## config.mk

```make
export PLATFORM = sky130hd
export DESIGN_NAME = mips_multicycle_ctrl_flat
export DESIGN_NICKNAME = d
export VERILOG_FILES = /design/src/rtl/mips_multicycle_ctrl_pkg.sv /design/src/rtl/mips_multicycle_ctrl_if.sv /design/src/rtl/mips_multicycle_ctrl_alu_dec.sv /design/src/rtl/mips_multicycle_ctrl.sv /design/src/flat_wrapper.sv
export SDC_FILE = /design/constraint.sdc
export NUM_CORES = 1
export LEC_CHECK = 0
export ABC_AREA = 1
export BUFFER_PORTS_ARGS = -buffer_cell sky130_fd_sc_hd__buf_2
export CAP_MARGIN = 40
export CORE_MARGIN = 10
export CORE_UTILIZATION = 44
export DETAILED_ROUTE_END_ITERATION = 8
export PLACE_DENSITY = 0.79
export SLEW_MARGIN = 30
export SYNTH_ARGS = -nofsm -noshare
export SYNTH_HDL_FRONTEND = slang
export SYNTH_SLANG_ARGS = --single-unit
```

## constraint.sdc

```tcl
create_clock -name CLK -period 2.8 [get_ports CLK]
set_clock_uncertainty 0.2 [all_clocks]
set_input_delay 0.56 -clock CLK [delete_from_list [all_inputs] [get_ports CLK]]
set_output_delay 0.56 -clock CLK [all_outputs]
set_load 0.03 [all_outputs]
```

## src/rtl/mips_multicycle_ctrl_pkg.sv

```systemverilog
// Shared encodings for the multicycle MIPS controller: opcodes, func codes,
// ALU control codes, FSM state encoding and the datapath control word.
package mips_multicycle_ctrl_pkg;

  localparam int unsigned OP_W    = 6;
  localparam int unsigned FUNC_W  = 6;
  localparam int unsigned ALU_W   = 4;
  localparam int unsigned STATE_W = 4;

  localparam logic [OP_W-1:0] OP_R_FORM = 6'h00;
  localparam logic [OP_W-1:0] OP_ADDI   = 6'h08;
  localparam logic [OP_W-1:0] OP_LW     = 6'h23;
  localparam logic [OP_W-1:0] OP_SW     = 6'h2B;
  localparam logic [OP_W-1:0] OP_BEQ    = 6'h04;
  localparam logic [OP_W-1:0] OP_J      = 6'h02;

  localparam logic [FUNC_W-1:0] FN_ADD = 6'h20;
  localparam logic [FUNC_W-1:0] FN_SUB = 6'h22;
  localparam logic [FUNC_W-1:0] FN_AND = 6'h24;
  localparam logic [FUNC_W-1:0] FN_OR  = 6'h25;
  localparam logic [FUNC_W-1:0] FN_SLT = 6'h2A;

  localparam logic [ALU_W-1:0] ALU_ADD = 4'b0010;
  localparam logic [ALU_W-1:0] ALU_SUB = 4'b0110;
  localparam logic [ALU_W-1:0] ALU_AND = 4'b0000;
  localparam logic [ALU_W-1:0] ALU_OR  = 4'b0001;
  localparam logic [ALU_W-1:0] ALU_SLT = 4'b0111;

  localparam logic [1:0] PCSRC_ALU    = 2'd0;
  localparam logic [1:0] PCSRC_ALUOUT = 2'd1;
  localparam logic [1:0] PCSRC_JUMP   = 2'd2;

  localparam logic [1:0] SRCB_RDATA2  = 2'd0;
  localparam logic [1:0] SRCB_FOUR    = 2'd1;
  localparam logic [1:0] SRCB_ED32    = 2'd2;
  localparam logic [1:0] SRCB_ED32_SH = 2'd3;

  typedef enum logic [1:0] {
    ALUOP_ADD  = 2'b00,
    ALUOP_SUB  = 2'b01,
    ALUOP_FUNC = 2'b10
  } aluop_e;

  typedef enum logic [STATE_W-1:0] {
    S_IDLE   = 4'd0,
    S_FETCH  = 4'd1,
    S_DECODE = 4'd2,
    S_MEMADR = 4'd3,
    S_MEMRD  = 4'd4,
    S_MEMWB  = 4'd5,
    S_MEMWR  = 4'd6,
    S_EXEC_R = 4'd7,
    S_RWB    = 4'd8,
    S_EXEC_I = 4'd9,
    S_IWB    = 4'd10,
    S_BRANCH = 4'd11,
    S_JUMP   = 4'd12
  } state_e;

  // Datapath enables and selects, ALU control excluded.
  typedef struct packed {
    logic       mem_req;
    logic       mem_write;
    logic       iord;
    logic       ir_write;
    logic       pc_write;
    logic [1:0] pc_src;
    logic       reg_write;
    logic       reg_dst;
    logic       mem_to_reg;
    logic       alu_src_a;
    logic [1:0] alu_src_b;
  } ctrl_t;

endpackage

```

## src/rtl/mips_multicycle_ctrl_if.sv

```systemverilog
// Controller <-> datapath/memory signal bundle; master is the controller.
interface mips_multicycle_ctrl_if;
  import mips_multicycle_ctrl_pkg::*;

  logic [OP_W-1:0]    Op;
  logic [FUNC_W-1:0]  Func;
  logic               Zero;
  logic               MemAck;
  logic               MemReq;
  logic               MemWrite;
  logic               IorD;
  logic               IRWrite;
  logic               PCWrite;
  logic [1:0]         PCSrc;
  logic               RegWrite;
  logic               RegDst;
  logic               MemToReg;
  logic               ALUSrcA;
  logic [1:0]         ALUSrcB;
  logic [ALU_W-1:0]   ALUCtrl;
  logic [STATE_W-1:0] State;
  logic               IllegalOp;

  modport master (
    input  Op, Func, Zero, MemAck,
    output MemReq, MemWrite, IorD, IRWrite, PCWrite, PCSrc, RegWrite, RegDst,
           MemToReg, ALUSrcA, ALUSrcB, ALUCtrl, State, IllegalOp
  );

  modport slave (
    output Op, Func, Zero, MemAck,
    input  MemReq, MemWrite, IorD, IRWrite, PCWrite, PCSrc, RegWrite, RegDst,
           MemToReg, ALUSrcA, ALUSrcB, ALUCtrl, State, IllegalOp
  );

endinterface

```

## src/rtl/mips_multicycle_ctrl_alu_dec.sv

```systemverilog
// ALU control decoder: {ALUOp, Func} -> ALUCtrl, plus a flag telling whether
// Func names a supported R-form operation (independent of ALUOp).
module mips_alu_dec
  import mips_multicycle_ctrl_pkg::*;
(
  input  aluop_e              alu_op,
  input  logic [FUNC_W-1:0]   func,
  output logic [ALU_W-1:0]    alu_ctrl_c,
  output logic                func_legal_c
);

  logic [ALU_W-1:0] func_ctrl_c;

  // Func table, shared by EXEC_R control and DECODE legality check.
  always_comb begin
    func_ctrl_c  = ALU_ADD;
    func_legal_c = 1'b1;
    case (func)
      FN_ADD:  func_ctrl_c = ALU_ADD;
      FN_SUB:  func_ctrl_c = ALU_SUB;
      FN_AND:  func_ctrl_c = ALU_AND;
      FN_OR:   func_ctrl_c = ALU_OR;
      FN_SLT:  func_ctrl_c = ALU_SLT;
      default: func_legal_c = 1'b0;
    endcase
  end

  always_comb begin
    alu_ctrl_c = ALU_ADD;
    case (alu_op)
      ALUOP_SUB:  alu_ctrl_c = ALU_SUB;
      ALUOP_FUNC: alu_ctrl_c = func_ctrl_c;
      default:    alu_ctrl_c = ALU_ADD;
    endcase
  end

endmodule

```

## src/rtl/mips_multicycle_ctrl.sv

```systemverilog
// Multicycle MIPS control FSM: sequences fetch/decode/execute/memory/write-back
// over a shared datapath, stalling on the memory req/ack handshake.
module mips_multicycle_ctrl
  import mips_multicycle_ctrl_pkg::*;
(
  input  logic                  CLK,
  input  logic                  RST,
  mips_multicycle_ctrl_if.master bus
);

  state_e           state_q, state_d;
  logic             illegal_q, illegal_d;
  logic             is_store_q, is_store_d;
  ctrl_t            ctrl_c;
  aluop_e           alu_op_c;
  logic             alu_en_c;
  logic [ALU_W-1:0] alu_ctrl_c;
  logic             func_legal_c;

  mips_alu_dec u_alu_dec (
    .alu_op       (alu_op_c),
    .func         (bus.Func),
    .alu_ctrl_c   (alu_ctrl_c),
    .func_legal_c (func_legal_c)
  );

  always_ff @(posedge CLK or posedge RST) begin
    if (RST) begin
      state_q    <= S_IDLE;
      illegal_q  <= 1'b0;
      is_store_q <= 1'b0;
    end else begin
      state_q    <= state_d;
      illegal_q  <= illegal_d;
      is_store_q <= is_store_d;
    end
  end

  // ALU operation per state; kept apart from the main FSM block so the
  // decoder's legality output can feed next-state logic without a loop.
  always_comb begin
    alu_op_c = ALUOP_ADD;
    alu_en_c = 1'b0;
    case (state_q)
      S_FETCH, S_DECODE, S_MEMADR, S_EXEC_I: alu_en_c = 1'b1;
      S_EXEC_R: begin
        alu_en_c = 1'b1;
        alu_op_c = ALUOP_FUNC;
      end
      S_BRANCH: begin
        alu_en_c = 1'b1;
        alu_op_c = ALUOP_SUB;
      end
      default: alu_en_c = 1'b0;
    endcase
  end

  always_comb begin
    state_d    = state_q;
    illegal_d  = illegal_q;
    is_store_d = is_store_q;
    ctrl_c     = '0;
    case (state_q)
      S_IDLE: state_d = S_FETCH;

      S_FETCH: begin
        ctrl_c.mem_req   = 1'b1;
        ctrl_c.alu_src_b = SRCB_FOUR;
        if (bus.MemAck) begin
          ctrl_c.ir_write = 1'b1;
          ctrl_c.pc_write = 1'b1;
          ctrl_c.pc_src   = PCSRC_ALU;
          state_d         = S_DECODE;
        end
      end

      // Branch target lands in ALUOut while the opcode is dispatched.
      S_DECODE: begin
        ctrl_c.alu_src_b = SRCB_ED32_SH;
        case (bus.Op)
          OP_LW: begin
            is_store_d = 1'b0;
            state_d    = S_MEMADR;
          end
          OP_SW: begin
            is_store_d = 1'b1;
            state_d    = S_MEMADR;
          end
          OP_R_FORM: begin
            if (func_legal_c) begin
              state_d = S_EXEC_R;
            end else begin
              illegal_d = 1'b1;
              state_d   = S_FETCH;
            end
          end
          OP_ADDI: state_d = S_EXEC_I;
          OP_BEQ:  state_d = S_BRANCH;
          OP_J:    state_d = S_JUMP;
          default: begin
            illegal_d = 1'b1;
            state_d   = S_FETCH;
          end
        endcase
      end

      S_MEMADR: begin
        ctrl_c.alu_src_a = 1'b1;
        ctrl_c.alu_src_b = SRCB_ED32;
        state_d          = is_store_q ? S_MEMWR : S_MEMRD;
      end

      S_MEMRD: begin
        ctrl_c.mem_req = 1'b1;
        ctrl_c.iord    = 1'b1;
        if (bus.MemAck) state_d = S_MEMWB;
      end

      S_MEMWB: begin
        ctrl_c.reg_write  = 1'b1;
        ctrl_c.mem_to_reg = 1'b1;
        state_d           = S_FETCH;
      end

      S_MEMWR: begin
        ctrl_c.mem_req   = 1'b1;
        ctrl_c.mem_write = 1'b1;
        ctrl_c.iord      = 1'b1;
        if (bus.MemAck) state_d = S_FETCH;
      end

      S_EXEC_R: begin
        ctrl_c.alu_src_a = 1'b1;
        ctrl_c.alu_src_b = SRCB_RDATA2;
        state_d          = S_RWB;
      end

      S_RWB: begin
        ctrl_c.reg_write = 1'b1;
        ctrl_c.reg_dst   = 1'b1;
        state_d          = S_FETCH;
      end

      S_EXEC_I: begin
        ctrl_c.alu_src_a = 1'b1;
        ctrl_c.alu_src_b = SRCB_ED32;
        state_d          = S_IWB;
      end

      S_IWB: begin
        ctrl_c.reg_write = 1'b1;
        state_d          = S_FETCH;
      end

      S_BRANCH: begin
        ctrl_c.alu_src_a = 1'b1;
        ctrl_c.alu_src_b = SRCB_RDATA2;
        ctrl_c.pc_write  = bus.Zero;
        ctrl_c.pc_src    = PCSRC_ALUOUT;
        state_d          = S_FETCH;
      end

      S_JUMP: begin
        ctrl_c.pc_write = 1'b1;
        ctrl_c.pc_src   = PCSRC_JUMP;
        state_d         = S_FETCH;
      end

      default: state_d = S_IDLE;
    endcase
  end

  assign bus.MemReq    = ctrl_c.mem_req;
  assign bus.MemWrite  = ctrl_c.mem_write;
  assign bus.IorD      = ctrl_c.iord;
  assign bus.IRWrite   = ctrl_c.ir_write;
  assign bus.PCWrite   = ctrl_c.pc_write;
  assign bus.PCSrc     = ctrl_c.pc_src;
  assign bus.RegWrite  = ctrl_c.reg_write;
  assign bus.RegDst    = ctrl_c.reg_dst;
  assign bus.MemToReg  = ctrl_c.mem_to_reg;
  assign bus.ALUSrcA   = ctrl_c.alu_src_a;
  assign bus.ALUSrcB   = ctrl_c.alu_src_b;
  assign bus.ALUCtrl   = alu_en_c ? alu_ctrl_c : ALU_W'(0);
  assign bus.State     = STATE_W'(state_q);
  assign bus.IllegalOp = illegal_q;

endmodule

```

## src/flat_wrapper.sv

```systemverilog
// flat-port wrapper written by rule: the top's interface ports become plain ports
module mips_multicycle_ctrl_flat import mips_multicycle_ctrl_pkg::*;
  (CLK, RST, bus_Op, bus_Func, bus_Zero, bus_MemAck, bus_MemReq, bus_MemWrite, bus_IorD, bus_IRWrite, bus_PCWrite, bus_PCSrc, bus_RegWrite, bus_RegDst, bus_MemToReg, bus_ALUSrcA, bus_ALUSrcB, bus_ALUCtrl, bus_State, bus_IllegalOp);
  mips_multicycle_ctrl_if bus_i ();
  input  logic CLK;
  input  logic RST;
  input wire logic [$bits(bus_i.Op)-1:0] bus_Op;
  input wire logic [$bits(bus_i.Func)-1:0] bus_Func;
  input wire logic [$bits(bus_i.Zero)-1:0] bus_Zero;
  input wire logic [$bits(bus_i.MemAck)-1:0] bus_MemAck;
  output wire logic [$bits(bus_i.MemReq)-1:0] bus_MemReq;
  output wire logic [$bits(bus_i.MemWrite)-1:0] bus_MemWrite;
  output wire logic [$bits(bus_i.IorD)-1:0] bus_IorD;
  output wire logic [$bits(bus_i.IRWrite)-1:0] bus_IRWrite;
  output wire logic [$bits(bus_i.PCWrite)-1:0] bus_PCWrite;
  output wire logic [$bits(bus_i.PCSrc)-1:0] bus_PCSrc;
  output wire logic [$bits(bus_i.RegWrite)-1:0] bus_RegWrite;
  output wire logic [$bits(bus_i.RegDst)-1:0] bus_RegDst;
  output wire logic [$bits(bus_i.MemToReg)-1:0] bus_MemToReg;
  output wire logic [$bits(bus_i.ALUSrcA)-1:0] bus_ALUSrcA;
  output wire logic [$bits(bus_i.ALUSrcB)-1:0] bus_ALUSrcB;
  output wire logic [$bits(bus_i.ALUCtrl)-1:0] bus_ALUCtrl;
  output wire logic [$bits(bus_i.State)-1:0] bus_State;
  output wire logic [$bits(bus_i.IllegalOp)-1:0] bus_IllegalOp;
  assign bus_i.Op = bus_Op;
  assign bus_i.Func = bus_Func;
  assign bus_i.Zero = bus_Zero;
  assign bus_i.MemAck = bus_MemAck;
  assign bus_MemReq = bus_i.MemReq;
  assign bus_MemWrite = bus_i.MemWrite;
  assign bus_IorD = bus_i.IorD;
  assign bus_IRWrite = bus_i.IRWrite;
  assign bus_PCWrite = bus_i.PCWrite;
  assign bus_PCSrc = bus_i.PCSrc;
  assign bus_RegWrite = bus_i.RegWrite;
  assign bus_RegDst = bus_i.RegDst;
  assign bus_MemToReg = bus_i.MemToReg;
  assign bus_ALUSrcA = bus_i.ALUSrcA;
  assign bus_ALUSrcB = bus_i.ALUSrcB;
  assign bus_ALUCtrl = bus_i.ALUCtrl;
  assign bus_State = bus_i.State;
  assign bus_IllegalOp = bus_i.IllegalOp;
  mips_multicycle_ctrl u_core (.CLK(CLK), .RST(RST), .bus(bus_i));
endmodule
```

## After elaboration in Yosys (flattened, before gate mapping)

Index checks and enable logic that the tools add are counted.

- Logic and storage cells: 75
- Flip-flop bits (word level): 6
- Output and inout port bits: 22

- Bitwise operators: 1
- Reductions and logical operators: 16
- Mux-type cells: 27
- Eq/ne operators: 28

Operator list:

| kind | count |
|---|---|
| == test 6 bit, second input constant | 7 |
| one-hot mux 4 bit (8 select lines) | 1 |
| == test 4 bit, second input constant | 5 |
| two-way mux 4 bit | 5 |
| one-hot mux 4 bit (5 select lines) | 1 |
| == test 4 x 3 -> 1 bit, second input constant | 4 |
| one-hot mux 3 bit (4 select lines) | 1 |
| OR reduction 6 bit | 2 |
| two-way mux 1 bit | 11 |
| OR reduction 5 bit | 2 |
| one-hot mux 3 bit (3 select lines) | 1 |
| == test 4 x 2 -> 1 bit, second input constant | 2 |
| inequality test 2 bit, second input constant | 4 |
| one-hot mux 4 bit (2 select lines) | 1 |
| == test 6 x 2 -> 1 bit, second input constant | 1 |
| == test 6 x 3 -> 1 bit, second input constant | 1 |
| == test 6 x 4 -> 1 bit, second input constant | 1 |
| zero test 6 bit | 1 |
| one-hot mux 2 bit (3 select lines) | 1 |
| AND reduction 3 bit | 2 |
| OR reduction 2 bit | 3 |
| OR reduction 3 bit | 2 |
| == test 4 x 1 -> 1 bit, second input constant | 1 |
| zero test 4 bit | 1 |
| other kinds (10) | 11 |

## Depth between registers and ports, before layout

- Depth in word-level cells: 6
- Mapped depth: 11
- Gate-level depth less buffers: 11

## By module

From an unflattened synthesis, not the netlist that was laid out.

- Cell total of the unflattened synthesis: 144
- Area, all modules: 787.0 sq um

By module, submodules not included:

| module | cells each | seq. area each (sq um) | area each (sq um) | times used |
|---|---|---|---|---|
| mips_multicycle_ctrl | 112 | 150.1 | 624.3 | 1 |
| mips_alu_dec | 32 | 0.0 | 162.7 | 1 |

## Least setup slack after synthesis

OpenSTA, ideal clock, no wires.

- Path kind: reg2out
- From: register u_core.state_q[3] (netlist: u_core.bus.State[3])
- To: output bus_ALUCtrl[0]
- Path slack: -0.424 ns
- Arrival: 2.464 ns
- Stages on the path, launching flop included: 10
- Required time: 2.040 ns
- Path through: dfrtp_1 inv_1 nor2_1 inv_1 nor2_1 inv_1 ha_1 nand2_2 nor2_2 a21oi_1

- Longest elaborated chain between the ends: 5
- Elaborated cells between the ends (all ways): 13
- Those cells by class: 8 x eq/ne; 4 x mux; 1 x reduce/logical

RTL lines:

| what | RTL line | source |
|---|---|---|
| start: declaration | mips_multicycle_ctrl.sv:11 | `state_e state_q, state_d;` |
| start signal: assignment | mips_multicycle_ctrl.sv:33 | `state_q <= state_d;` |
| == test 4 bit or == test 4 x 3 -> 1 bit (tied branches) | mips_multicycle_ctrl.sv:44 | `case (state_q)` |
| one-hot mux 2 bit (2 select lines) | mips_multicycle_ctrl.sv:44 |  |
| == test 2 bit or == test 2 x 1 -> 1 bit (tied branches) | mips_multicycle_ctrl_alu_dec.sv:30 | `case (alu_op)` |
| one-hot mux 4 bit (2 select lines) | mips_multicycle_ctrl_alu_dec.sv:30 |  |
| two-way mux 4 bit (*) | mips_multicycle_ctrl.sv:184 | `assign bus.ALUCtrl = alu_en_c ? alu_ctrl_c : ALU_W'(0);` |
| end: declaration | flat_wrapper.sv:22 | `output wire logic [$bits(bus_i.ALUCtrl)-1:0] bus_ALUCtrl;` |

Mark *: on every way between the ends. The rest lies on a longest branch, timed or not.

## Final worst setup path

- From: register u_core.state_q[1] (netlist: u_core.bus.State[1])
- To: output bus_ALUCtrl[1]

Same word-level chain as after synthesis.

==> metrics.yaml <==
synth_edf_count: 0
cts_sinks: 6
vdd_ir_drop_max_mv: 0.3816
report.final.slew_viol_count: 0
grt_pass1_wl_mm: 3.456
max_clock_freq_ghz: 0.3758
drc_errors: 0
finalCritPeriodShare: 0.9504
vias: 882
antennaDiodeCount: 0
clkTransAtPathRegs_ns: 0.05
synth_area_per_cell_um2: 5.601
totalWireLength_mm: 2.115
path_class: "flop to primary output"
die_h_um: 60.37
drtIter0Drc: 24
required_ns: 2.04
hpwl_mm: 1.867
total_leakage_power_nw: 0.6171
synth_seq_cells: 6
power.density_nw_per_um2: 938.5
worst_setup_path_end_kind: "primary output"
cts_tree: "yes"
cts_buffers: 3
synthCells: 128
grt_max_degree: 9
fin_cells: 183
start_kind: "flop"
ys_warn_count: 0
globalplace.congestion: 0.9424
rsz0062_at_grt: "no"
finalCriticalPeriod_ns: 2.661
fin_util: 0.6314
die_w_um: 60.37
postCtsHoldBufs: 0
final_hold_viol_count: 0
track_usage: 0.1142
regArea_um2: 151.4
ant_nets: 0
drive_above_1_share: 0.3234
final_area_um2: 962.2
path_max_fanout: 7
io_buffers: 36
io_pins: 38
wl_per_cell_um: 11.56
n_fill_cell: 149
netlist_area_um2: 716.9
cts_root_buf: "clkbuf_4"
cts_max_level: 1
synth_cell_types: 27
hold_slack_ns: 0.01684
clk-insertion-delay-late_ns: 0.24
clk_path_buf_depth: 2
syn_nets: 147
tns_ns: 0
setup_viol: 0
drv_cap: 0
routed_via_density: 4.820
cts_setup_buffers: 0
floorplan.initialDensity: 0.4704
synth_flop_cell: "dfrtp_1"
numPlacedInstances: 180
grt.overflow.total: 0
coreArea_um2: 1524
min_path_type: "input port to async pin"
syn_to_final_growth_pct: 34.21
dr.pass1.iters: 4
cp.arrival_ns: 1.90
synthArstFlopShare: 1.000
status: "complete, no violations"
row_count: 14
placed_area_um2: 930.9
antenna_found_initial: 0
die-area_um2: 3644
yosysSeqAreaShare: 0.2094
nets: 188
multi_input_area_um2: 475.5
grt_pass1_vias: 837
-- layer usage --
layer,wire length [um],share of wire,global-route usage
met1,864,0.41,0.1344
met2,1090,0.52,0.1985
met3,161,0.076,0.02505
met4,0,0,0.03846
met5,0,0,0
-- sequential cells by signal (all words and copies together) (netlist names) --
signal,flops
u_core.bus.State,4
u_core.bus.IllegalOp,1
u_core.is_store_q,1
-- synth_stat cells, types with 2 or more instances --
master,instances,area (um^2)
ha_1,3,37.54
inv_1,25,93.84
dfrtp_1,6,150.1
nor2_1,21,78.83
nand2_1,39,146.4
nand3_1,8,40.04
o21ai_0,3,15.01
a21oi_1,2,10.01
nand2_2,2,12.51
nor2_2,2,12.51
-- cell type report --
cell class                 instances  share of cell area
timing repair buffer              37              0.1977
inverter                          27              0.1066
sequential                         6              0.1573
tap                               16             0.02081
clock buffer                       3             0.02341
multi-input combinational         94              0.4941
-- logic make-up after synthesis --
group | share of synthesized area
AOI/OAI and AO/OA | 0.1327
adders and majority gates | 0.05236
buffers and inverters | 0.1536
DFF | 0.2094
other | 0.005231
and+or+nand+nor | 0.4468
-- worst max-delay path, stage by stage, from the launching register on --
cell and delay [ns]:
dfrtp_1 0.51, nand2_2 0.16, nor2_1 0.16, inv_1 0.09
ha_1 0.19, nand2_2 0.08, nor2_2 0.05, a31o_1 0.18
inv_1 0.05, clkbuf_4 0.17
-- final timing paths --
check                                     start                   end  slack (ns)  cells past startpoint
setup / recovery            u_core.bus.State[1]        bus_ALUCtrl[1]        0.14                      9
hold / removal                              RST   u_core.bus.State[1]        0.02                      2
setup reg to reg            u_core.bus.State[2]   u_core.bus.State[1]        1.17                      9
hold reg to reg            u_core.bus.IllegalOp  u_core.bus.IllegalOp        0.25                      1
max in group asynchronous                   RST   u_core.bus.State[2]        2.18                      2
min in group CLK           u_core.bus.IllegalOp  u_core.bus.IllegalOp        0.25                      1
-- power breakdown --
part	internal (W)	total, W	switching (W)
sequential	0.000116	0.000153	0.0000369
combinational	0.000197	0.000670	0.000473
clock	0.0000485	0.0000792	0.0000308
total	0.000362	0.000903	0.000541
-- cells in the final DEF, fill, tap and decap left out, types with 2 or more instances in the layout --
cell,n
o21ai_0,3
nor2_1,18
ha_1,3
clkbuf_4,4
nor2_2,4
nand3_1,8
dfrtp_1,5
inv_1,25
nand2_2,3
nor2_4,2
nand2_1,38
buf_2,35
-- per-stage QoR --
stage	setup WS (ns)	power, W
after floorplan	0.007588	0.0006279
after global placement	0.3965	0.0008037
after detailed placement	0.3306	0.0008149
after CTS	0.06453	0.0008965
after global routing	0.003123	0.0009752
final	0.1388	0.0009030
-- timing repair --
| action | in CTS | in global routing |
|---|---|---|
| setup endpoints to repair | 0 | 2 |
| hold endpoints to repair | 0 | 0 |
| gates resized for setup | 0 | 4 |
No activity file was read; power rests on OpenSTA's default activity.
